[src/rtl/seg_codes_pkg.sv]
// seg_codes_pkg
// Constants shared between the binary-to-digits converter and the
// seven-segment decoder that consumes its digit codes, plus the converter's
// FSM state encoding.
//   DIGIT_W    : width of one digit code on the display bus
//   NUM_DIGITS : digits per display
//   MAX_VAL    : largest value the display can show
//   CODE_BLANK : digit code that lights no segment
//   CODE_DASH  : digit code that lights only the middle segment
package seg_codes_pkg;

  localparam int DIGIT_W    = 5;
  localparam int NUM_DIGITS = 4;
  localparam int MAX_VAL    = 9999;
  localparam int BIG_W      = DIGIT_W * NUM_DIGITS;

  localparam logic [DIGIT_W-1:0] CODE_BLANK = 5'd16;
  localparam logic [DIGIT_W-1:0] CODE_DASH  = 5'd17;

  typedef enum logic [1:0] {
    ST_IDLE  = 2'd0,
    ST_SHIFT = 2'd1,
    ST_PACK  = 2'd2
  } state_t;

  // A BCD nibble becomes a digit code by zero extension.
  function automatic logic [DIGIT_W-1:0] bcd_code(input logic [3:0] d);
    return {1'b0, d};
  endfunction

endpackage

[src/rtl/bin_to_digits_seq_if.sv]
// bin_to_digits_seq_if
// Request/result bundle between a client and the binary-to-digits converter.
//   start   : client -> converter, conversion request
//   bin     : client -> converter, unsigned value to convert
//   busy    : converter -> client, conversion in progress
//   done    : converter -> client, one-cycle pulse, big_bin just updated
//   big_bin : converter -> client, four 5-bit digit codes, units in [4:0]
//
// Handshake: a request is taken on a rising edge where start=1 and the
// converter is idle (busy=0); bin is captured on that same edge only.
// Requests seen while busy=1 are dropped, not queued. The cycle carrying
// done=1 is already idle, so a request in that cycle is taken.
interface bin_to_digits_seq_if #(
  parameter int BIN_W = 14
);
  import seg_codes_pkg::*;

  logic             start;
  logic [BIN_W-1:0] bin;
  logic             busy;
  logic             done;
  logic [BIG_W-1:0] big_bin;

  modport master (
    output start,
    output bin,
    input  busy,
    input  done,
    input  big_bin
  );

  modport slave (
    input  start,
    input  bin,
    output busy,
    output done,
    output big_bin
  );

endinterface

[src/rtl/bin_to_digits_seq_bcd_add3.sv]
// bcd_add3
// Double-dabble correction for one BCD nibble: values of 5 or more get 3
// added so the following left shift carries correctly into the next digit.
//   d : accumulator nibble before correction
//   q : corrected nibble (0..12, only 0..9 ever reach it in practice)
module bcd_add3 (
  input  logic [3:0] d,
  output logic [3:0] q
);

  always_comb begin
    q = d;
    if (d >= 4'd5) begin
      q = d + 4'd3;
    end
  end

endmodule

[src/rtl/bin_to_digits_seq.sv]
// bin_to_digits_seq
// Sequential binary-to-BCD converter feeding a four-digit display.
// A request loads the value, fourteen double-dabble shift cycles follow,
// and a pack cycle writes the four digit codes to big_bin and pulses done.
// Values above 9999 show as four dashes.
//
// Ports:
//   clk       : rising-edge clock
//   rst       : synchronous active-low reset
//   bus       : slave side of bin_to_digits_seq_if (start/bin in,
//               busy/done/big_bin out)
//   dbg_state : current FSM state, for observation only
//
// Build option: define LEAD_ZERO_BLANK_EN to replace leading zero digits
// (thousands, hundreds, tens) with CODE_BLANK. Without it leading zeros are
// shown as 0 and no blanking logic exists.
//
// Only BIN_W = 14 is supported.
module bin_to_digits_seq
  import seg_codes_pkg::*;
#(
  parameter int BIN_W = 14
) (
  input  logic                clk,
  input  logic                rst,
  bin_to_digits_seq_if.slave  bus,
  output state_t              dbg_state
);

  localparam int             ACC_W      = 4 * NUM_DIGITS;
  localparam logic [3:0]     LAST_SHIFT = 4'(BIN_W - 1);
  localparam logic [BIN_W-1:0] MAX_BIN  = BIN_W'(MAX_VAL);

  state_t             state;
  state_t             state_nx;
  logic [3:0]         cnt;
  logic [BIN_W-1:0]   sreg;
  logic [ACC_W-1:0]   acc;
  logic [ACC_W-1:0]   acc_fix;
  logic               ovf;
  logic               done_q;
  logic [BIG_W-1:0]   big_q;
  logic [BIG_W-1:0]   pack_codes;

  // Per-digit correction ahead of the shift.
  for (genvar g = 0; g < NUM_DIGITS; g++) begin : g_add3
    bcd_add3 u_add3 (
      .d (acc[g*4 +: 4]),
      .q (acc_fix[g*4 +: 4])
    );
  end

  // State register.
  always_ff @(posedge clk) begin
    if (!rst) begin
      state <= ST_IDLE;
    end else begin
      state <= state_nx;
    end
  end

  // Next-state logic.
  always_comb begin
    state_nx = state;
    case (state)
      ST_IDLE:  if (bus.start) state_nx = ST_SHIFT;
      ST_SHIFT: if (cnt == LAST_SHIFT) state_nx = ST_PACK;
      ST_PACK:  state_nx = ST_IDLE;
      default:  state_nx = ST_IDLE;
    endcase
  end

  // Digit codes as they will be written on the pack edge. In PACK the
  // accumulators already hold the result of the final shift.
  always_comb begin
    pack_codes = '0;
    for (int i = 0; i < NUM_DIGITS; i++) begin
      pack_codes[i*DIGIT_W +: DIGIT_W] = bcd_code(acc[i*4 +: 4]);
    end
`ifdef LEAD_ZERO_BLANK_EN
    // Blank from the most significant side until the first nonzero digit;
    // the units digit always shows.
    if (acc[15:12] == 4'd0) begin
      pack_codes[19:15] = CODE_BLANK;
      if (acc[11:8] == 4'd0) begin
        pack_codes[14:10] = CODE_BLANK;
        if (acc[7:4] == 4'd0) begin
          pack_codes[9:5] = CODE_BLANK;
        end
      end
    end
`endif
    if (ovf) begin
      pack_codes = {NUM_DIGITS{CODE_DASH}};
    end
  end

  // Datapath and registered outputs.
  always_ff @(posedge clk) begin
    if (!rst) begin
      cnt    <= '0;
      sreg   <= '0;
      acc    <= '0;
      ovf    <= 1'b0;
      done_q <= 1'b0;
      big_q  <= '0;
    end else begin
      done_q <= 1'b0;
      case (state)
        ST_IDLE: begin
          if (bus.start) begin
            sreg <= bus.bin;
            acc  <= '0;
            cnt  <= '0;
            ovf  <= (bus.bin > MAX_BIN);
          end
        end
        ST_SHIFT: begin
          // Corrected accumulators and the value register shift as one
          // chain, the value's MSB entering the units nibble.
          {acc, sreg} <= {acc_fix, sreg} << 1;
          cnt         <= cnt + 4'd1;
        end
        ST_PACK: begin
          big_q  <= pack_codes;
          done_q <= 1'b1;
        end
        default: ;
      endcase
    end
  end

  assign bus.busy    = (state != ST_IDLE);
  assign bus.done    = done_q;
  assign bus.big_bin = big_q;
  assign dbg_state   = state;

endmodule

[src/flat_wrapper.sv]
// flat-port wrapper written by rule: the top's interface ports become plain ports
module bin_to_digits_seq_flat import seg_codes_pkg::*;
#(
  parameter int BIN_W = 14
)
  (clk, rst, dbg_state, bus_start, bus_bin, bus_busy, bus_done, bus_big_bin);
  bin_to_digits_seq_if #(.BIN_W(BIN_W)) bus_i ();
  input  logic clk;
  input  logic rst;
  output state_t dbg_state;
  input wire logic [$bits(bus_i.start)-1:0] bus_start;
  input wire logic [$bits(bus_i.bin)-1:0] bus_bin;
  output wire logic [$bits(bus_i.busy)-1:0] bus_busy;
  output wire logic [$bits(bus_i.done)-1:0] bus_done;
  output wire logic [$bits(bus_i.big_bin)-1:0] bus_big_bin;
  assign bus_i.start = bus_start;
  assign bus_i.bin = bus_bin;
  assign bus_busy = bus_i.busy;
  assign bus_done = bus_i.done;
  assign bus_big_bin = bus_i.big_bin;
  bin_to_digits_seq #(.BIN_W(BIN_W)) u_core (.clk(clk), .rst(rst), .bus(bus_i), .dbg_state(dbg_state));
endmodule
[config.mk]
export PLATFORM = sky130hd
export DESIGN_NAME = bin_to_digits_seq_flat
export DESIGN_NICKNAME = d
export VERILOG_FILES = /design/src/rtl/seg_codes_pkg.sv /design/src/rtl/bin_to_digits_seq_if.sv /design/src/rtl/bin_to_digits_seq_bcd_add3.sv /design/src/rtl/bin_to_digits_seq.sv /design/src/flat_wrapper.sv
export SDC_FILE = /design/constraint.sdc
export NUM_CORES = 1
export LEC_CHECK = 0
export CAP_MARGIN = 15
export CORE_MARGIN = 1
export CORE_UTILIZATION = 28
export DETAILED_ROUTE_END_ITERATION = 10
export PLACE_DENSITY_LB_ADDON = 0.2
export SLEW_MARGIN = 40
export SYNTH_ARGS = -nofsm -noshare
export SYNTH_HDL_FRONTEND = slang
export SYNTH_SLANG_ARGS = --single-unit
[constraint.sdc]
create_clock -name clk -period 2.45 [get_ports clk]
set_input_delay 0.49 -clock clk [delete_from_list [all_inputs] [get_ports clk]]
set_output_delay 0.49 -clock clk [all_outputs]
set_load 0.01 [all_outputs]
==> results of run 1 <==
[metrics by stage]
| step | power (uW) | util [%] | setup slack (ps) | cells |
|---|---|---|---|---|
| 2_1_floorplan | 1069 | - | 991.7 | 337 |
| 3_3_place_gp | 1131 | 34.43 | 92.75 | 490 |
| 3_5_place_dp | 1133 | 34.43 | 79.43 | 490 |
| 4_1_cts | 1682 | 35.49 | 300.0 | 498 |
| 5_1_grt | 1738 | 35.49 | 242.0 | 498 |
| 6_report | 1653 | 35.49 | 326.7 | 498 |
[flip-flops by register name, summed over array words and instances (netlist names)]
name	count
u_core.ovf	1
u_core.dbg_state	2
u_core.sreg	14
u_core.bus.done	1
u_core.bus.big_bin	17
u_core.cnt	4
u_core.acc	16
[kinds of logic (layout without fill, tap and decap cells)]
family	Yosys count	in the layout	share of synthesized area [%]
and+or+nand+nor	144	144	25.58
AOI/OAI and AO/OA	80	80	18.91
DFF	55	55	40.48
buffers and inverters	39	71	7.268
adders and majority gates	10	10	4.600
xor gates and xnor gates	6	6	1.932
muxes	3	3	1.242
[power groups by stage]
| stage | registers [uW] | logic (uW) | clock network [uW] |
|---|---|---|---|
| after floorplan | 954 | 114 | 0 |
| after global placement | 967 | 165 | 0 |
| after detailed placement | 966 | 166 | 0 |
| after CTS | 946 | 167 | 569 |
| after global routing | 950 | 188 | 600 |
| final | 946 | 165 | 543 |
[per-layer routing]
layer,wire [um],up-vias
li1,-,1209
met1,3111,1075
met2,2798,48
met3,213,2
met4,25,0
met5,0,-
[area by class of cell]
| cell class | instances | area (um^2) |
|---|---|---|
| clock buffers | 6 | 82.58 |
| clock inverters | 2 | 16.27 |
| fillers | 993 | 6017 |
| inverters | 12 | 45.04 |
| multi-input cells | 243 | 1421 |
| flip-flops and latches | 55 | 1101 |
| well taps | 129 | 161.4 |
| repair buffers | 51 | 483.0 |
[cell usage after synthesis (all sizes together)]
cell type,number,area share [%]
o221ai,13,4.2
a22o,2,0.64
a22oi,2,0.55
nor4,1,0.23
o2111ai,1,0.32
xor2,2,0.64
nand3,9,1.7
a41oi,1,0.32
ha,10,4.6
o21ai,17,3.1
o22ai,1,0.23
buf,22,4.9
xnor2,4,1.3
a21boi,9,2.5
or3,4,0.92
nor3,10,1.8
o21bai,1,0.28
and2,5,1.1
a21oi,30,5.5
nand2,19,2.6
nand3b,1,0.28
nand2b,9,2.1
nor3b,12,3.3
clkbuf,5,0.69
nor2,61,8.5
mux2,3,1.2
inv,12,1.7
a32oi,1,0.32
nand4,1,0.23
o31ai,2,0.92
nor2b,12,2.8
dfxtp,55,40
[tightest hold or removal path, cell delays in order, from the launching register on]
cell	delay, ps
sky130_fd_sc_hd__dfxtp_1	320
sky130_fd_sc_hd__nand2_1	50
sky130_fd_sc_hd__a21boi_1	50
[how the worst min path moves through the flow]
stage                                        end  slack (ps)
after floorplan                   u_core.acc[13]         430
after global placement    u_core.bus.big_bin[11]         440
after detailed placement   u_core.bus.big_bin[6]         440
after CTS                  u_core.bus.big_bin[6]         460
after global routing      u_core.bus.big_bin[11]         480
final                     u_core.bus.big_bin[11]         450
==> metrics.cfg, run 1 <==
[status]
status=finished, final reports clean

[critical_path]
critical_path.top_delay_family=buffers and inverters
cp-start-kind=flip-flop
critical_path.endpoint=dbg_state[0]
critical_path_peak_fanout=10
cpMaxStageDelayCell=sky130_fd_sc_hd__dfxtp_1
cp.depth=2
biggest_cell_delay_along_the_critical_path_ps=540
r2r_end=u_core.acc[8]
setup.reg_to_reg.worst_slack_ps=420
cp_cell_sequence=buf_4 -> clkdlybuf4s50_1
startpoint=u_core.dbg_state[0]
classification_of_the_worst_setup_path=flip-flop to output pin
worstPathRequired_ps=1960
worst_r2r_startpoint=u_core.dbg_state[0]
timing.reg2reg.worst_path_depth=5
worst-endpoint-arrival_ps=1630
timing.critical_path.to_type=output pin
timing.critical_path.buf_inv=2

[global_routing]
global_route_wire_length_before_repair_um=10760
grt_antenna_before_repair=0
first_global_vias=2249
grt_start_max_net_pins=31
globalRouteOverflowTotal=0
top_usage_layer=met2
grt_use_met1_pct=17.28
grt_util_met2_pct=22.34
global_route.usage.total_pct=13.22
use_met3_pct=3.190

[die]
initial_util_pct=29.16
rows=35
die_height_um=100.6
die_area_um2=10110
core_area_um2=9328
boundaryPins=41
fp.dieW_um=100.6

[worst_hold_path]
holdCritStartpoint=u_core.bus.big_bin[11]
timing.hold.worst_path_depth=2
min_path_type=flip-flop to flip-flop

[sta]
worst_pin_slew_ps=798.6
period_needed_ps=2123
final_min_period_over_clock_period_pct=86.67
finalSetupViolations=0
fmax_mhz=471.0
slew_headroom_pct=46.65
finalHoldWorstSlack_ps=453.3
sum_of_negative_setup_slack_ps=0
timing.final.hold_violations=0
final_slew_violations=0
rsz0062_at_grt=false
fin_skew_ps=12.30

[placement]
gp_routability_congestion=0.7594
placed_inst_area_um2=3212
number_of_buffers_inserted_by_port_buffering=40
place.detailed.hpwl_um=4306

[drt]
via_total_after_detailed_routing=2334
drt_iter0_markers=72
drt_pass1_iterations=4
drc=0
detail-route-antenna-nets=0
post_drt_via_cell_ratio=4.687
routed_wirelength_um=6149
avgRoutedWirePerCell_um=12.35

[clocking]
post-cts-setup-buffer-count=0
clk_path_buf_depth=2
cts_sinks=55
numCtsBuffers=5
clk_pin_slew_ps=100
clock_insertion_delay_worst_skew_ps=320
clockRootBuffer=sky130_fd_sc_hd__clkbuf_8
cts_hold_buffers=0
clock_tree.htree_level_count=2
ctsResizeCount=0
tritoncts=yes

[synthesis]
synth.yosys.seq_area_share_pct=40.48
synth_seq_cells=55
synthesis.area_um2=2720
post_synth_inst_count=337
post_synth.cell_area_avg_um2=8.072
synth_warnings=0
synth.net_count=364
yosys_cell_types=37

[pwr]
ir_worst_vdd_v=0.0002305
cellLeakagePower_uw=0.001149
sw_frac_of_total_pct=25.63
power.internal_uw=1230
power.share.clock_pct=32.8
pwr-share-seq_pct=57.2
net-switching-power_uw=423.7
cellPowerDensity_nw_per_um2=499.4
combinational_power_share_pct=10.0

[cells_and_area]
mostFrequentLayoutCells=sky130_fd_sc_hd__nor2_1, sky130_fd_sc_hd__dfxtp_1, sky130_fd_sc_hd__clkdlybuf4s50_1, sky130_fd_sc_hd__a21oi_1, sky130_fd_sc_hd__nand2_1
final_nets=395
layout_commonest_cell=sky130_fd_sc_hd__nor2_1
final_design_area_no_fill_um2=3311
diodes=0
syn_to_final_growth_pct=21.71
layout-drive-gt1-share_pct=7.046

[flow_run]
max_cap_violations=0

No activity file was read; power rests on OpenSTA's default activity.
==> inputs of run 2 (changes only) <==
--- a/config.mk
+++ b/config.mk
@@ -6,7 +6,6 @@
 export NUM_CORES = 1
 export LEC_CHECK = 0
 export CAP_MARGIN = 15
-export CORE_MARGIN = 1
 export CORE_UTILIZATION = 28
 export DETAILED_ROUTE_END_ITERATION = 10
 export PLACE_DENSITY_LB_ADDON = 0.2
==> results of run 2 <==
Final layout, timing and power as in run 1 (identical DEF).
